<file path="config.mk">
export PLATFORM = sky130hd
export DESIGN_NAME = hit_judge_flat
export DESIGN_NICKNAME = d
export VERILOG_FILES = /design/src/rtl/rhythm_pkg.sv /design/src/rtl/hit_judge_if.sv /design/src/rtl/lane_judge.sv /design/src/rtl/hit_judge.sv /design/src/flat_wrapper.sv
export SDC_FILE = /design/constraint.sdc
export NUM_CORES = 1
export LEC_CHECK = 0
export ABC_AREA = 1
export CORE_AREA = 2 2 113 115
export DETAILED_ROUTE_END_ITERATION = 6
export DIE_AREA = 0 0 115 117
export PLACE_DENSITY_LB_ADDON = 0.15
export SLEW_MARGIN = 30
export SYNTH_ARGS = -nofsm -noshare
export SYNTH_HDL_FRONTEND = slang
export SYNTH_SLANG_ARGS = --single-unit
</file>
<file path="constraint.sdc">
create_clock -name clk -period 11.2 [get_ports clk]
set_clock_uncertainty 0.2 [all_clocks]
set_input_delay 1.68 -clock clk [delete_from_list [all_inputs] [get_ports clk]]
set_output_delay 1.68 -clock clk [all_outputs]
set_load 0.01 [all_outputs]
</file>
<file path="src/rtl/rhythm_pkg.sv">
// Shared constants and lane state type for the rhythm-game judgement stage.
package rhythm_pkg;

    localparam int unsigned NUM_LANES      = 4;
    localparam int unsigned ZONE_HIT_ROWS  = 2;
    localparam int unsigned ZONE_NEAR_ROWS = 2;
    localparam int unsigned ZONE_ROWS      = ZONE_HIT_ROWS + ZONE_NEAR_ROWS;
    localparam int unsigned PTS_HIT        = 2;
    localparam int unsigned PTS_NEAR       = 1;

    typedef enum logic [1:0] {
        EMPTY,
        PENDING,
        DONE
    } lane_state_t;

endpackage

</file>
<file path="src/rtl/hit_judge_if.sv">
// Note field, buttons and judgement results exchanged with the hit_judge stage.
interface hit_judge_if;
    import rhythm_pkg::*;

    logic [15:0][15:0]      RedPixels;
    logic [NUM_LANES-1:0]   KEY;
    logic [NUM_LANES-1:0]   hit;
    logic [NUM_LANES-1:0]   near;
    logic [NUM_LANES-1:0]   miss;
    logic [9:0]             score;
    logic [7:0]             combo;

    modport master (
        output RedPixels, KEY,
        input  hit, near, miss, score, combo
    );

    modport slave (
        input  RedPixels, KEY,
        output hit, near, miss, score, combo
    );

endinterface

</file>
<file path="src/rtl/lane_judge.sv">
// Per-lane judgement FSM: grades the first press on each note, flags unplayed notes.
module lane_judge
    import rhythm_pkg::*;
#(
    parameter bit GHOST_MISS = 1'b1
) (
    input  logic clk,
    input  logic RST,
    input  logic press,
    input  logic hit_zone,
    input  logic near_zone,
    output logic hit,
    output logic near,
    output logic miss,
    output logic hit_d,
    output logic near_d,
    output logic miss_d
);

    lane_state_t state_q, state_d;
    logic        occupied;

    assign occupied = hit_zone | near_zone;

    always_comb begin
        state_d = state_q;
        hit_d   = 1'b0;
        near_d  = 1'b0;
        miss_d  = 1'b0;
        unique case (state_q)
            EMPTY: begin
                if (occupied) begin
                    // A press landing with the note's arrival is graded at once.
                    if (press) begin
                        hit_d   = hit_zone;
                        near_d  = ~hit_zone;
                        state_d = DONE;
                    end else begin
                        state_d = PENDING;
                    end
                end else if (press) begin
                    miss_d = GHOST_MISS;
                end
            end
            PENDING: begin
                if (!occupied) begin
                    miss_d  = 1'b1;
                    state_d = EMPTY;
                end else if (press) begin
                    hit_d   = hit_zone;
                    near_d  = ~hit_zone;
                    state_d = DONE;
                end
            end
            DONE: begin
                if (!occupied) begin
                    state_d = EMPTY;
                end
            end
            default: state_d = EMPTY;
        endcase
    end

    always_ff @(posedge clk or negedge RST) begin
        if (!RST) begin
            state_q <= EMPTY;
            hit     <= 1'b0;
            near    <= 1'b0;
            miss    <= 1'b0;
        end else begin
            state_q <= state_d;
            hit     <= hit_d;
            near    <= near_d;
            miss    <= miss_d;
        end
    end

endmodule

</file>
<file path="src/rtl/hit_judge.sv">
// Judgement stage: key synchronisers, lane zone mapping, per-lane FSMs and
// the saturating score/combo counters.
module hit_judge
    import rhythm_pkg::*;
#(
    parameter int unsigned LANE_COL0  = 12,
    parameter int unsigned SCORE_MAX  = 999,
    parameter bit          GHOST_MISS = 1'b1
) (
    input  logic  clk,
    input  logic  RST,
    hit_judge_if.slave bus
);

    logic [NUM_LANES-1:0] key_meta, key_sync, key_prev, press;
    logic [NUM_LANES-1:0] hit_zone, near_zone;
    logic [NUM_LANES-1:0] hit_q, near_q, miss_q;
    logic [NUM_LANES-1:0] hit_d, near_d, miss_d;
    logic [9:0]           score_q, score_d;
    logic [7:0]           combo_q, combo_d;
    logic [2:0]           n_hit, n_near, n_good;
    logic [3:0]           delta;
    logic [10:0]          score_sum;
    logic [8:0]           combo_sum;
    logic                 unused_pixels;

    // Only the bottom rows of the lane columns take part in judgement.
    assign unused_pixels = ^bus.RedPixels;

    always_ff @(posedge clk or negedge RST) begin
        if (!RST) begin
            key_meta <= '0;
            key_sync <= '0;
            key_prev <= '0;
        end else begin
            key_meta <= ~bus.KEY;
            key_sync <= key_meta;
            key_prev <= key_sync;
        end
    end

    assign press = key_sync & ~key_prev;

    for (genvar g = 0; g < NUM_LANES; g++) begin : g_lane
        localparam int unsigned Col = LANE_COL0 + g;
        logic [ZONE_ROWS-1:0] col_bits;

        for (genvar r = 0; r < ZONE_ROWS; r++) begin : g_row
            assign col_bits[r] = bus.RedPixels[r][Col];
        end

        assign hit_zone[g]  = |col_bits[ZONE_HIT_ROWS-1:0];
        assign near_zone[g] = |col_bits[ZONE_ROWS-1:ZONE_HIT_ROWS];

        lane_judge #(
            .GHOST_MISS(GHOST_MISS)
        ) u_lane (
            .clk      (clk),
            .RST      (RST),
            .press    (press[g]),
            .hit_zone (hit_zone[g]),
            .near_zone(near_zone[g]),
            .hit      (hit_q[g]),
            .near     (near_q[g]),
            .miss     (miss_q[g]),
            .hit_d    (hit_d[g]),
            .near_d   (near_d[g]),
            .miss_d   (miss_d[g])
        );
    end

    // Counters use the lanes' next-state pulses so they move on the same edge.
    always_comb begin
        n_hit     = 3'($countones(hit_d));
        n_near    = 3'($countones(near_d));
        n_good    = 3'($countones(hit_d | near_d));
        delta     = 4'(PTS_HIT * n_hit + PTS_NEAR * n_near);
        score_sum = {1'b0, score_q} + 11'(delta);
        score_d   = (score_sum > 11'(SCORE_MAX)) ? 10'(SCORE_MAX) : score_sum[9:0];
        combo_sum = {1'b0, combo_q} + 9'(n_good);
        if (|miss_d) begin
            combo_d = '0;
        end else begin
            combo_d = combo_sum[8] ? 8'hff : combo_sum[7:0];
        end
    end

    always_ff @(posedge clk or negedge RST) begin
        if (!RST) begin
            score_q <= '0;
            combo_q <= '0;
        end else begin
            score_q <= score_d;
            combo_q <= combo_d;
        end
    end

    assign bus.hit   = hit_q;
    assign bus.near  = near_q;
    assign bus.miss  = miss_q;
    assign bus.score = score_q;
    assign bus.combo = combo_q;

endmodule

</file>
<file path="src/flat_wrapper.sv">
// flat-port wrapper written by rule: the top's interface ports become plain ports
module hit_judge_flat import rhythm_pkg::*;
#(
    parameter int unsigned LANE_COL0  = 12,
    parameter int unsigned SCORE_MAX  = 999,
    parameter bit          GHOST_MISS = 1'b1
)
  (clk, RST, bus_RedPixels, bus_KEY, bus_hit, bus_near, bus_miss, bus_score, bus_combo);
  hit_judge_if bus_i ();
  input  logic clk;
  input  logic RST;
  input wire logic [$bits(bus_i.RedPixels)-1:0] bus_RedPixels;
  input wire logic [$bits(bus_i.KEY)-1:0] bus_KEY;
  output wire logic [$bits(bus_i.hit)-1:0] bus_hit;
  output wire logic [$bits(bus_i.near)-1:0] bus_near;
  output wire logic [$bits(bus_i.miss)-1:0] bus_miss;
  output wire logic [$bits(bus_i.score)-1:0] bus_score;
  output wire logic [$bits(bus_i.combo)-1:0] bus_combo;
  assign bus_i.RedPixels = bus_RedPixels;
  assign bus_i.KEY = bus_KEY;
  assign bus_hit = bus_i.hit;
  assign bus_near = bus_i.near;
  assign bus_miss = bus_i.miss;
  assign bus_score = bus_i.score;
  assign bus_combo = bus_i.combo;
  hit_judge #(.LANE_COL0(LANE_COL0), .SCORE_MAX(SCORE_MAX), .GHOST_MISS(GHOST_MISS)) u_core (.clk(clk), .RST(RST), .bus(bus_i));
endmodule
</file>
Word-level counts from Yosys, hierarchy flattened:

Index checks and enable logic that the tools add are counted.

* memories: 0
* word-level logic and storage cells: 154
* latch bits: 0
* register bits: 50
* input bits: 262
* bits in read-only memories: 0
* bits in writable memories: 0

* bitwise logic cells: 12
* shift operators: 0
* $mul: 0
* divide/modulo/power cells: 0
* reductions and logical operators: 21
* magnitude comparators: 1
* muxes and demuxes: 67
* eq/ne operators: 20
* add/sub/neg operators: 12

Operator list (count)
* 2-bit 2-to-1 mux: 20
* 1-bit 2-to-1 mux: 36
* 2-bit case mux with 3 select lines: 4
* 2-bit OR reduction: 12
* 8-bit 2-to-1 mux: 2
* 2-bit inequality test, second input constant: 8
* 1-bit by 1-bit adder with 2-bit output: 6
* 3-bit by 2-bit inequality test with 1-bit output, second input constant: 4
* 3-bit AND reduction: 4
* 10-bit by 4-bit adder with 11-bit output: 1
* 11-bit by 10-bit greater-than comparator with 1-bit output, second input constant: 1
* 10-bit 2-to-1 mux: 1
* 3-bit adder: 3
* 8-bit by 3-bit adder with 9-bit output: 1
* 2-bit by 1-bit == test with 1-bit output, second input constant: 4
* 2-bit == test, second input constant: 4
* 2-bit zero test: 4
* 4-bit NOT: 2
* 1-bit case mux with 2 select lines: 4
* 4-bit by 3-bit adder with 4-bit output: 1
* 4-bit AND: 1
* 1-bit NOT: 4
* 1-bit bitwise OR: 4
* 4-bit bitwise OR: 1
* 4-bit OR reduction: 1

Logic depth before layout (Yosys ltp):

Gate-level depths: netlist of the first run.

* depth after elaboration: 11
* mapped depth: 26
* mapped depth without buffers: 26

Modules after synthesis:

From an unflattened synthesis of the first run, not the netlist that was laid out.

* cells, all modules: 264
* area total of the unflattened synthesis: 2476.1 um2

Modules (own cells, without submodules)
* hit_judge: area an instance 1725.4 um2, cells an instance 184, sequential area each 750.7 um2, times used 1
* lane_judge: area an instance 187.7 um2, cells an instance 20, sequential area each 125.1 um2, times used 4

Least setup slack after synthesis of the first run:

OpenSTA, ideal clock, no wires.

* path type: in2reg
* from: input port bus_RedPixels[30]
* to: register u_core.score_q[3], in the netlist u_core.bus.score[3]
* path buffers: 0
* cell stages on the path: 24
* required time: 10.884 ns
* library setup time: 0.116 ns
* data arrival time: 4.996 ns
* slack: 5.888 ns
* cells stage by stage: or2_1 > nor3_4 > nor4_1 > ha_1 > ha_1 > inv_1 > fa_1 > inv_1 > ha_1 > fa_1 > xor2_1 > ha_1 > nand2_1 > nand2_1 > inv_2 > nand2_4 > nand2_1 > nand2_1 > nand2_1 > nand2_1 > nor2_2 > nand2_4 > nand2_2 > nor2_1

* cells in the longest elaborated chain, start to end: 11

Ends and longest elaborated chain
* start, declared: line flat_wrapper.sv:12 `input wire logic [$bits(bus_i.RedPixels)-1:0] bus_RedPixels;`
* 2-bit OR reduction *: line hit_judge.sv:52 `assign hit_zone[g] = |col_bits[ZONE_HIT_ROWS-1:0];`
* 1-bit NOT: line lane_judge.sv:36, lane_judge.sv:51
* 1-bit 2-to-1 mux: line lane_judge.sv:34, lane_judge.sv:49
* 1-bit 2-to-1 mux *: line lane_judge.sv:32 `if (occupied) begin`
* 1-bit 2-to-1 mux *
* named net u_core.g_lane[2].u_lane.near_d: line lane_judge.sv:16 `output logic near_d,`
* 1-bit by 1-bit adder with 2-bit output (implied by the code) *: line hit_judge.sv:75 `n_near = 3'($countones(near_d));`
* 3-bit adder (implied by the code) *: line hit_judge.sv:75
* 4-bit by 3-bit adder with 4-bit output *: line hit_judge.sv:77 `delta = 4'(PTS_HIT * n_hit + PTS_NEAR * n_near);`
* 10-bit by 4-bit adder with 11-bit output *: line hit_judge.sv:78 `score_sum = {1'b0, score_q} + 11'(delta);`
* 11-bit by 10-bit greater-than comparator with 1-bit output: line hit_judge.sv:79 `score_d = (score_sum > 11'(SCORE_MAX)) ? 10'(SCORE_MAX) : score_sum[9:0];`
* 10-bit 2-to-1 mux *: line hit_judge.sv:79
* named net u_core.score_d[3]: line hit_judge.sv:19 `logic [9:0] score_q, score_d;`
* end signal, assigned: line hit_judge.sv:93 `score_q <= score_d;`
* end, declared: line hit_judge.sv:19

Mark *: on every way through the listed nets, which the timed path passes. The rest lies on a longest branch.
A chain may end at the register's enable or synchronous reset.

Final worst setup path of the first run:

* from: input port bus_RedPixels[61]
* to: register u_core.score_q[4], in the netlist u_core.bus.score[4]

* cells in the longest elaborated chain, start to end: 10

Ends and longest elaborated chain
* 2-bit OR reduction *: line hit_judge.sv:53 `assign near_zone[g] = |col_bits[ZONE_ROWS-1:ZONE_HIT_ROWS];`
* 1-bit bitwise OR *: line lane_judge.sv:23 `assign occupied = hit_zone | near_zone;`
* 1-bit 2-to-1 mux *: line lane_judge.sv:32
* 1-bit 2-to-1 mux *
* named net u_core.g_lane[1].u_lane.near_d: line lane_judge.sv:16
* 1-bit by 1-bit adder with 2-bit output (implied by the code) *: line hit_judge.sv:75
* 3-bit adder (implied by the code) *: line hit_judge.sv:75
* 4-bit by 3-bit adder with 4-bit output *: line hit_judge.sv:77
* 10-bit by 4-bit adder with 11-bit output *: line hit_judge.sv:78
* 11-bit by 10-bit greater-than comparator with 1-bit output: line hit_judge.sv:79
* 10-bit 2-to-1 mux *: line hit_judge.sv:79
* named net u_core.score_d[4]: line hit_judge.sv:19

Marked as above.

==> results of run 1 <==
## per-stage QoR
stage | area (um^2) | setup WS, ns | hold WS (ns) | power, W
6_report | 3510 | 5.36 | 0.151 | 0.000619
5_1_grt | 3510 | 5.04 | 0.164 | 0.000671
4_1_cts | 3510 | 5.28 | 0.153 | 0.000631
3_5_place_dp | 3360 | 4.98 | 0.136 | 0.000464
3_3_place_gp | 3360 | 5.02 | 0.131 | 0.000464
2_1_floorplan | 2750 | 5.89 | 0.131 | 0.000376
## power breakdown
group          total (W)  internal (W)  switching, W
clock network   0.000160     0.0000853     0.0000744
registers       0.000232      0.000209     0.0000238
logic           0.000227      0.000101      0.000127
total           0.000619      0.000394      0.000225
## Yosys cell counts, types with 2 or more instances
| library cell | n |
|---|---|
| sky130_fd_sc_hd__nand3b_1 | 7 |
| sky130_fd_sc_hd__nor2_1 | 33 |
| sky130_fd_sc_hd__nand3_2 | 2 |
| sky130_fd_sc_hd__or2_2 | 4 |
| sky130_fd_sc_hd__nor3_1 | 5 |
| sky130_fd_sc_hd__nor4_1 | 4 |
| sky130_fd_sc_hd__nor3_4 | 2 |
| sky130_fd_sc_hd__nand2_4 | 5 |
| sky130_fd_sc_hd__ha_1 | 17 |
| sky130_fd_sc_hd__o21ai_0 | 5 |
| sky130_fd_sc_hd__nand4_1 | 2 |
| sky130_fd_sc_hd__nand2_2 | 8 |
| sky130_fd_sc_hd__nand3_1 | 15 |
| sky130_fd_sc_hd__buf_4 | 12 |
| sky130_fd_sc_hd__dfrtp_1 | 50 |
| sky130_fd_sc_hd__inv_2 | 5 |
| sky130_fd_sc_hd__a21oi_4 | 2 |
| sky130_fd_sc_hd__a21oi_1 | 9 |
| sky130_fd_sc_hd__fa_1 | 6 |
| sky130_fd_sc_hd__inv_1 | 44 |
| sky130_fd_sc_hd__nand2_1 | 52 |
## sequential cells by signal, summed over array words and instances (netlist names)
register,count
u_core.key_meta,4
u_core.bus.combo,8
u_core.bus.score,10
u_core.key_sync,4
u_core.key_prev,4
u_core.g_lane.u_lane.state_q,8
u_core.g_lane.u_lane.miss,4
u_core.g_lane.u_lane.hit,4
u_core.g_lane.u_lane.near,4
## final cells by class
type	instances	area (um^2)	share of cell area [%]
Clock inverter	3	28.8	0.820
Tap cell	150	188	5.35
Timing Repair Buffer	52	513	14.6
Inverter	49	184	5.24
Multi-Input combinational cell	187	1220	34.8
Clock buffer	5	125	3.57
Sequential cell	50	1250	35.7
## cell families after synthesis
logic type	count (synthesis)	share of synthesized area, %
fa+ha+maj	23	12.1
compound gates	17	4.06
simple gates	145	27.6
flops	50	45.6
xor+xnor	2	0.638
buf+inv	61	9.98
## per-layer routing
layer | wire length, um | global-route usage [%]
met4 | 113 | 3.86
met3 | 303 | 2.47
met2 | 2880 | 16.2
met1 | 3060 | 14.1
met5 | 10 | 0
## worst min path at each step
stage                       startpoint                  to  slack (ns)
CTS                 u_core.key_meta[3]  u_core.key_sync[3]        0.15
global placement    u_core.key_meta[2]  u_core.key_sync[2]        0.13
global route        u_core.key_meta[2]  u_core.key_sync[2]        0.16
detailed placement  u_core.key_meta[3]  u_core.key_sync[3]        0.14
floorplan           u_core.key_meta[0]  u_core.key_sync[0]        0.13
finish              u_core.key_meta[1]  u_core.key_sync[1]        0.15
==> impl.org, run 1 <==
** STA
- The final critical path takes up 52.2% of the cycle.
- Setup repair after global routing left no endpoint under its margin.
- Subtracting the final worst setup slack from the clock period gives 5.84 ns.
- Adding up every negative setup slack in the final design gives 0 ns.
- Setup violations remaining at the end of the flow were counted as 0.
- Measured slew at the worst slew-check pin :: 0.646 ns
- Measured against its own limit, the worst slew margin works out to 56.5%.
- Fin. Hold Viols :: 0
- The final max-slew violation count came to 0.
- Maximum frequency from static timing analysis :: 0.171 GHz

** Setup path
- CP Capture Type :: register
- RR Startpoint :: u_core.key_prev[1]
- In this run the worst setup path terminates at u_core.bus.score[4].
- For this run, the slowest stage of the critical path takes 0.55 ns.
- Cell at the slowest stage of the critical path :: sky130_fd_sc_hd__nor4_1
- Biggest fanout along the worst timing path :: 8
- Startpoint types :: primary input
- Cell count along the critical path :: 24
- The worst register-to-register path ends at u_core.bus.score[4].
- Buffers plus inverters on the worst setup path :: 4
- The most critical setup path has its startpoint at bus_RedPixels[61].
- Measured in cells, the most critical reg-to-reg path has a length of 26.
- Data arrival at the endpoint of the critical path :: just under 6 ns
- Cell-by-cell listing of the critical path :: clkdlybuf4s50_1 > nor2_1 > nor4_1 > ha_1 > ha_1 > inv_1 > fa_1 > inv_1 > ha_1 > fa_1 > xor2_1 > ha_1 > nand2_1 > nand2_1 > inv_2 > nand2_4 > nand2_1 > nand2_1 > nand2_1 > nand2_1 > nor2_2 > nand2_4 > nand2_2 > nor2_1
- Kind of critical path :: primary input to register
- Grouping stages by cell kind, the critical path spends the most delay in adder cells.
- The setup check on the worst reg-to-reg path leaves a slack of 6.70 ns.
- Most used cell along the critical path :: sky130_fd_sc_hd__nand2_1
- STA puts the critical path data required time at 11.19 ns.

** Pwr
- Worst IR drop on VDD :: 0.0000664 V
- Leak Pwr :: ~1.8 nW
- Dividing total power by cell area gives a power density of 176 nW/um^2.

** Clock network
- Clock-pin slew was measured on the worst setup and hold paths at 0.07 ns.
- CTS placed an instance of sky130_fd_sc_hd__clkbuf_16 at the clock tree root.
- Once the clock tree was built, the resizer swapped 0 gates to a different size.
- Number of setup buffers added after CTS :: 0
- Number of levels the H-tree was split into :: 2
- The clock reaches the later pin of the worst-skew pair after 0.30 ns.
- Hold-fix buffer count after cts :: 0
- Cts bufs inserted :: 5
- TritonCTS built the clock tree.
- Number of buffers on the longest clock path :: 2
- Sinks on the clock net :: 50

** Synth
- Mapped Nets :: slightly below 600
- Counting every instance in the synthesized netlist gives 298.
- Most used flip-flop cell after synthesis :: sky130_fd_sc_hd__dfrtp_1
- The synthesized netlist contains 30 unique library cells.
- After synthesis, the largest area contributor takes up 45.6% of total cell area.
- Counting flops and latches in the post-synthesis netlist gives 50.
- Of all cell types, the one taking the most synthesized area is sky130_fd_sc_hd__dfrtp_1.
- Yosys attributes the largest share of cell area to sky130_fd_sc_hd__dfrtp_1, sky130_fd_sc_hd__ha_1, sky130_fd_sc_hd__nand2_1, sky130_fd_sc_hd__inv_1, sky130_fd_sc_hd__nor2_1.
- The mapped netlist covers 2750 um^2.
- Mean instance size in the synthesized netlist :: 9.21 um^2
- For this run, the number of Yosys warnings is 0.
- Of the synthesized area, sequential elements account for 45.6%.
- Async S/R FF share, synth :: 100%
- In this run, synthesis inferred 0 flip-flops with an integrated enable.

** Global route
- The via count of the first global-routing pass is between 2000 and 2500.
- Global routing used about a tenth of the available tracks.
- Global-route wire length before repair :: 10600 um
- Initial antenna violation count :: 1
- Largest net degree at the start of global routing :: 51
- For this run the aggregate overflow at the end of global routing stands at 0.

** Floorplanning
- Starting density of the core :: 22.3%
- The floorplan step set the die height to roughly 120 um.
- Core Footprint :: 12300 um^2
- Die X :: between 100 and 150 um
- The die covers 13500 um^2.
- Std cell rows :: 41
- 292 I/O pins were placed.

** Final layout
- The net count of the finished layout is between 600 and 700.
- Proportion of layout cells with a drive suffix above 1 :: 12.7%
- Commonest non-fill, non-tap cell in the layout :: sky130_fd_sc_hd__nand2_1
- The finished layout holds 496 standard cells, fillers aside.
- The layout has 1328 filler cells.
- The number of antenna diodes in the final layout is 0.
- P&R area growth vs syn :: 27.8%
- In the layout the commonest cells are sky130_fd_sc_hd__nand2_1, sky130_fd_sc_hd__clkdlybuf4s50_1, sky130_fd_sc_hd__dfrtp_1, sky130_fd_sc_hd__inv_1, sky130_fd_sc_hd__nor2_1.
- Final core area utilization :: between 20% and 30%

** Placement
- Port buffer count :: 51
- The congestion estimate from routability-driven global placement came to 0.755.
- Half-perimeter wire length after detailed placement :: 4910 um
- Placed insts :: 488

** Status
- The run finished with clean final reports.

** Job
- The tool flagged a number of max-cap violations equal to 0.

** Routing
- Drt total wl :: roughly 6400 um
- Dividing the detail-routed wire length by the instance count gives about 13 um.
- Pre-antenna DRT Iters :: 4
- After detailed routing, the number of remaining DRC violations is 0.
- In this run the remaining antenna-violating nets after routing total 0.
- The detailed router placed 2012 vias in this run.
- After the first detailed-routing iteration, the DRC count stood at 48.
- In the routed layout, each cell is associated on average with a via count of 4.06.

** Worst hold path
- Hold-critical path depth :: 0
- The min-delay analysis places its worst path in the category register to register.
Power figures use the tool's default switching activity.
==> run 2: changes to the inputs <==
Clock period 11.2 ns to 5.8 ns, I/O delays scaled along.
==> run 2 against run 1 <==
Register-to-register slack got worse by 5.4 ns. Sequential power increased by 94%. Worst setup slack worse by 4.5 ns. First-iteration DRC count down 19%. Clock-buffer cell count unchanged. Global-route usage fell by 0.21 points. Sequential share of layout area down 0.076 points. Combinational power is 92% higher. Hold slack worse by 0.0016 ns. Critical path type unchanged. Via count shrank 0.65%. Clock power increased by 91%.
==> impl.org, run 2 (same netlist as run 1, synthesis figures left out) <==
** Global route
- Initial antenna violation count :: 1 (unchanged)
- Aggregate global routing overflow :: 0 (unchanged)
- The largest net degree at the start of global routing is 51 (unchanged).
- The total global routing track utilization was 10.2% (was 10.4%).
- Global-route wire length before repair :: 10400 um (was 10600 um)
- The via count of the first global-routing pass was 2025 (was 2085).

** Placement
- Half-perimeter wire length after detailed placement :: 4880 um (was 4910 um)
- The post-placement setup slack came to 0.479 ns (was 4.98 ns).
- The number of buffers added on ports is 51 (unchanged).
- The weighted congestion at the end of routability-driven global placement was 0.755 (about the same).
- Placed insts :: 489 (was 488)

** STA
- Relative slew margins :: 55.9% (was 56.5%)
- Fin crit share :: a little under nine tenths
- The final count of negative-setup-slack endpoints came to 0 (unchanged).
- Measured slew at the worst slew-check pin :: 0.662 ns (was 0.646 ns)
- The setup total negative slack is 0 ns (unchanged).
- Static timing analysis puts the maximum clock frequency at 0.201 GHz.
- Shortest clock period the worst path allows after layout :: 4.97 ns
- Setup repair after global routing missed its margin :: no (unchanged)
- The worst slack on hold paths is 0.149 ns (was 0.151 ns).
- Fin. Hold Viols :: 0 (unchanged)
- The final worst slack came to 0.830 ns (was 5.36 ns).
- Final Max Tran Viols :: 0 (unchanged)

** Setup path
- Largest stage delay on the critical path :: 0.48 ns (was 0.55 ns)
- The critical path's top delay family was adder cells (unchanged).
- The element type at the critical path end was a register (unchanged).
- The data arrival time at the worst-slack endpoint was 4.95 ns (was 5.83 ns).
- The cell type with the highest occurrence count on the critical path was sky130_fd_sc_hd__nand2_1 (unchanged).
- Biggest fanout along the worst timing path :: 8 (unchanged)
- The sum of buffers and inverters on the critical path was 4 (unchanged).
- Required time of the worst setup path :: 5.78 ns (was 11.19 ns)
- The worst-case register-to-register setup slack came to 1.26 ns (was 6.70 ns).
- The kind of launch point of the worst setup path was a primary input (unchanged).
- The cell with the largest stage delay on the worst path was sky130_fd_sc_hd__fa_1 (was sky130_fd_sc_hd__nor4_1).
- Kind of critical path :: primary input to register (unchanged)

** Routing
- The post-route antenna net violation count is 0 (unchanged).
- Average routed wire per standard cell :: 12.7 um (was 12.8 um)
- DRC :: 0 (unchanged)
- The via count normalized by instance count is 4.02 (was 4.06).
- Overall via count from detail_route :: 1999 (was 2012)
- Drt total wl :: 6320 um (was 6370 um)
- The count of routing violations after the opening detailed-route iteration was 39 (was 48).
- The number of detailed-route iterations in the first pass came to 4 (unchanged).

** Clock network
- TritonCTS clock tree :: yes (unchanged)
- The count of clock tree sinks was 50 (unchanged).
- Hold-fix buffer count after cts :: 0 (unchanged)
- Number of levels the H-tree was split into :: 2 (unchanged)
- Insertion delay to the later sink of the worst-skew pair :: 0.30 ns (about the same)
- The total of cells resized after clock tree synthesis came to 0 (unchanged).
- The root buffer cell is sky130_fd_sc_hd__clkbuf_16 (unchanged).
- The total CTS buffers came to 5 (unchanged).
- The deepest clock path buffer count is 2 (unchanged).
- The number of buffers added for setup after CTS was 0 (unchanged).
- Clock transition at the register clock pins on the worst setup and hold paths after CTS :: 0.07 ns (about the same)

** Pwr
- Pwr dens :: 339 nW/um^2 (was 176 nW/um^2)
- The worst voltage drop across the vdd grid was 0.000129 V (was 0.0000664 V).
- Leak Pwr :: 1.76 nW (about the same)

** Final layout
- Commonest cells after routing, fill and taps aside: sky130_fd_sc_hd__nand2_1, sky130_fd_sc_hd__clkdlybuf4s50_1, sky130_fd_sc_hd__dfrtp_1, sky130_fd_sc_hd__inv_1, sky130_fd_sc_hd__nor2_1 (unchanged).
- The signed area change from the synthesized netlist to the final layout was 28.1% (was 27.8%).
- The total area of sequential cells was 1250 um^2 (unchanged).
- Area used by multi-input combinational logic :: 1220 um^2 (unchanged)
- The number of nets in the layout is 631 (was 630).
- Flip-flop count of the largest register after layout :: 10 (unchanged)
- The share of layout cells above drive strength 1 came to 13.0% (was 12.7%).
- Final-layout fill cell count :: 1338 (was 1328)
- The antenna diode count was 0 (unchanged).
- The most common cell after layout, fill and taps aside is sky130_fd_sc_hd__nand2_1 (unchanged).
- The number of cells in the finished layout apart from fillers came to 497 (was 496).

** Floorplanning
- The number of placement rows was 41 (unchanged).
- Core Footprint :: 12300 um^2 (unchanged)
- The height of the chip came to 117 um (unchanged).
- The starting density of the core is 22.3% (unchanged).
- The I/O pin total is 292 (unchanged).
- The x dimension of the die came to 115 um (unchanged).
- The floorplan die area came to 13500 um^2 (unchanged).

** Job
- The max-cap check violation count was 0 (unchanged).

** Worst hold path
- Min-delay worst type :: register to register (unchanged)

** Status
- Result of the run :: finished, final reports clean (unchanged)
[run 2: worst paths after layout]
check,start,depth (start not counted),to
setup / recovery,bus_RedPixels[30],25,u_core.bus.score[4]
hold reg to reg,u_core.key_meta[0],0,u_core.key_sync[0]
min in group asynchronous,RST,2,u_core.bus.score[4]
hold / removal,u_core.key_meta[0],0,u_core.key_sync[0]
setup reg to reg,u_core.key_sync[3],25,u_core.bus.score[4]
max in group asynchronous,RST,2,u_core.key_prev[2]
[run 2: cell type report]
class | instances | share of cell area [%]
clock buffer | 5 | 3.56
tap | 150 | 5.34
timing repair buffer | 53 | 14.8
sequential | 50 | 35.6
multi-input combinational | 187 | 34.7
inverter | 49 | 5.23
clock inverter | 3 | 0.818
[run 2: report_power, final]
group	leakage (nW)	internal [W]	total [W]	switching, W
logic	1.08	0.000194	0.000436	0.000242
registers	0.609	0.000403	0.000449	0.0000465
clock network	0.0759	0.000165	0.000305	0.000141
total	1.76	0.000762	0.00119	0.000429
[run 2: through the flow]
step                total power (W)  utilization [%]  area, um^2
global placement           0.000895             27.3        3360
CTS                         0.00122             28.6        3520
global route                0.00129             28.6        3520
detailed placement         0.000897             27.3        3360
floorplan                  0.000725                -        2750
finish                      0.00119             28.6        3520
[run 2: worst register-to-register path, cell delays in order, from the launching register on]
cell,delay (ns)
sky130_fd_sc_hd__dfrtp_1,0.34
sky130_fd_sc_hd__inv_1,0.04
sky130_fd_sc_hd__nor2_1,0.20
sky130_fd_sc_hd__nand2_1,0.16
sky130_fd_sc_hd__nor4_1,0.47
sky130_fd_sc_hd__ha_1,0.23
sky130_fd_sc_hd__ha_1,0.13
sky130_fd_sc_hd__inv_1,0.05
sky130_fd_sc_hd__fa_1,0.48
sky130_fd_sc_hd__inv_1,0.05
sky130_fd_sc_hd__ha_1,0.19
sky130_fd_sc_hd__fa_1,0.37
sky130_fd_sc_hd__xor2_1,0.18
sky130_fd_sc_hd__ha_1,0.35
sky130_fd_sc_hd__nand2_1,0.10
sky130_fd_sc_hd__nand2_1,0.09
sky130_fd_sc_hd__inv_2,0.09
sky130_fd_sc_hd__nand2_4,0.06
sky130_fd_sc_hd__nand2_1,0.06
sky130_fd_sc_hd__nand2_1,0.06
sky130_fd_sc_hd__nand2_1,0.08
sky130_fd_sc_hd__nand2_1,0.08
sky130_fd_sc_hd__nor2_2,0.13
sky130_fd_sc_hd__nand2_4,0.11
sky130_fd_sc_hd__nand2_2,0.08
sky130_fd_sc_hd__nor2_1,0.05
[run 2: metal layers]
layer | global-route usage [%] | share of wire [%] | wire, um
met2 | 15.3 | 45 | 2850
met3 | 2.57 | 4.3 | 272
met5 | 0 | 0.21 | 13
met4 | 4.26 | 2.6 | 164
met1 | 14.0 | 48 | 3030
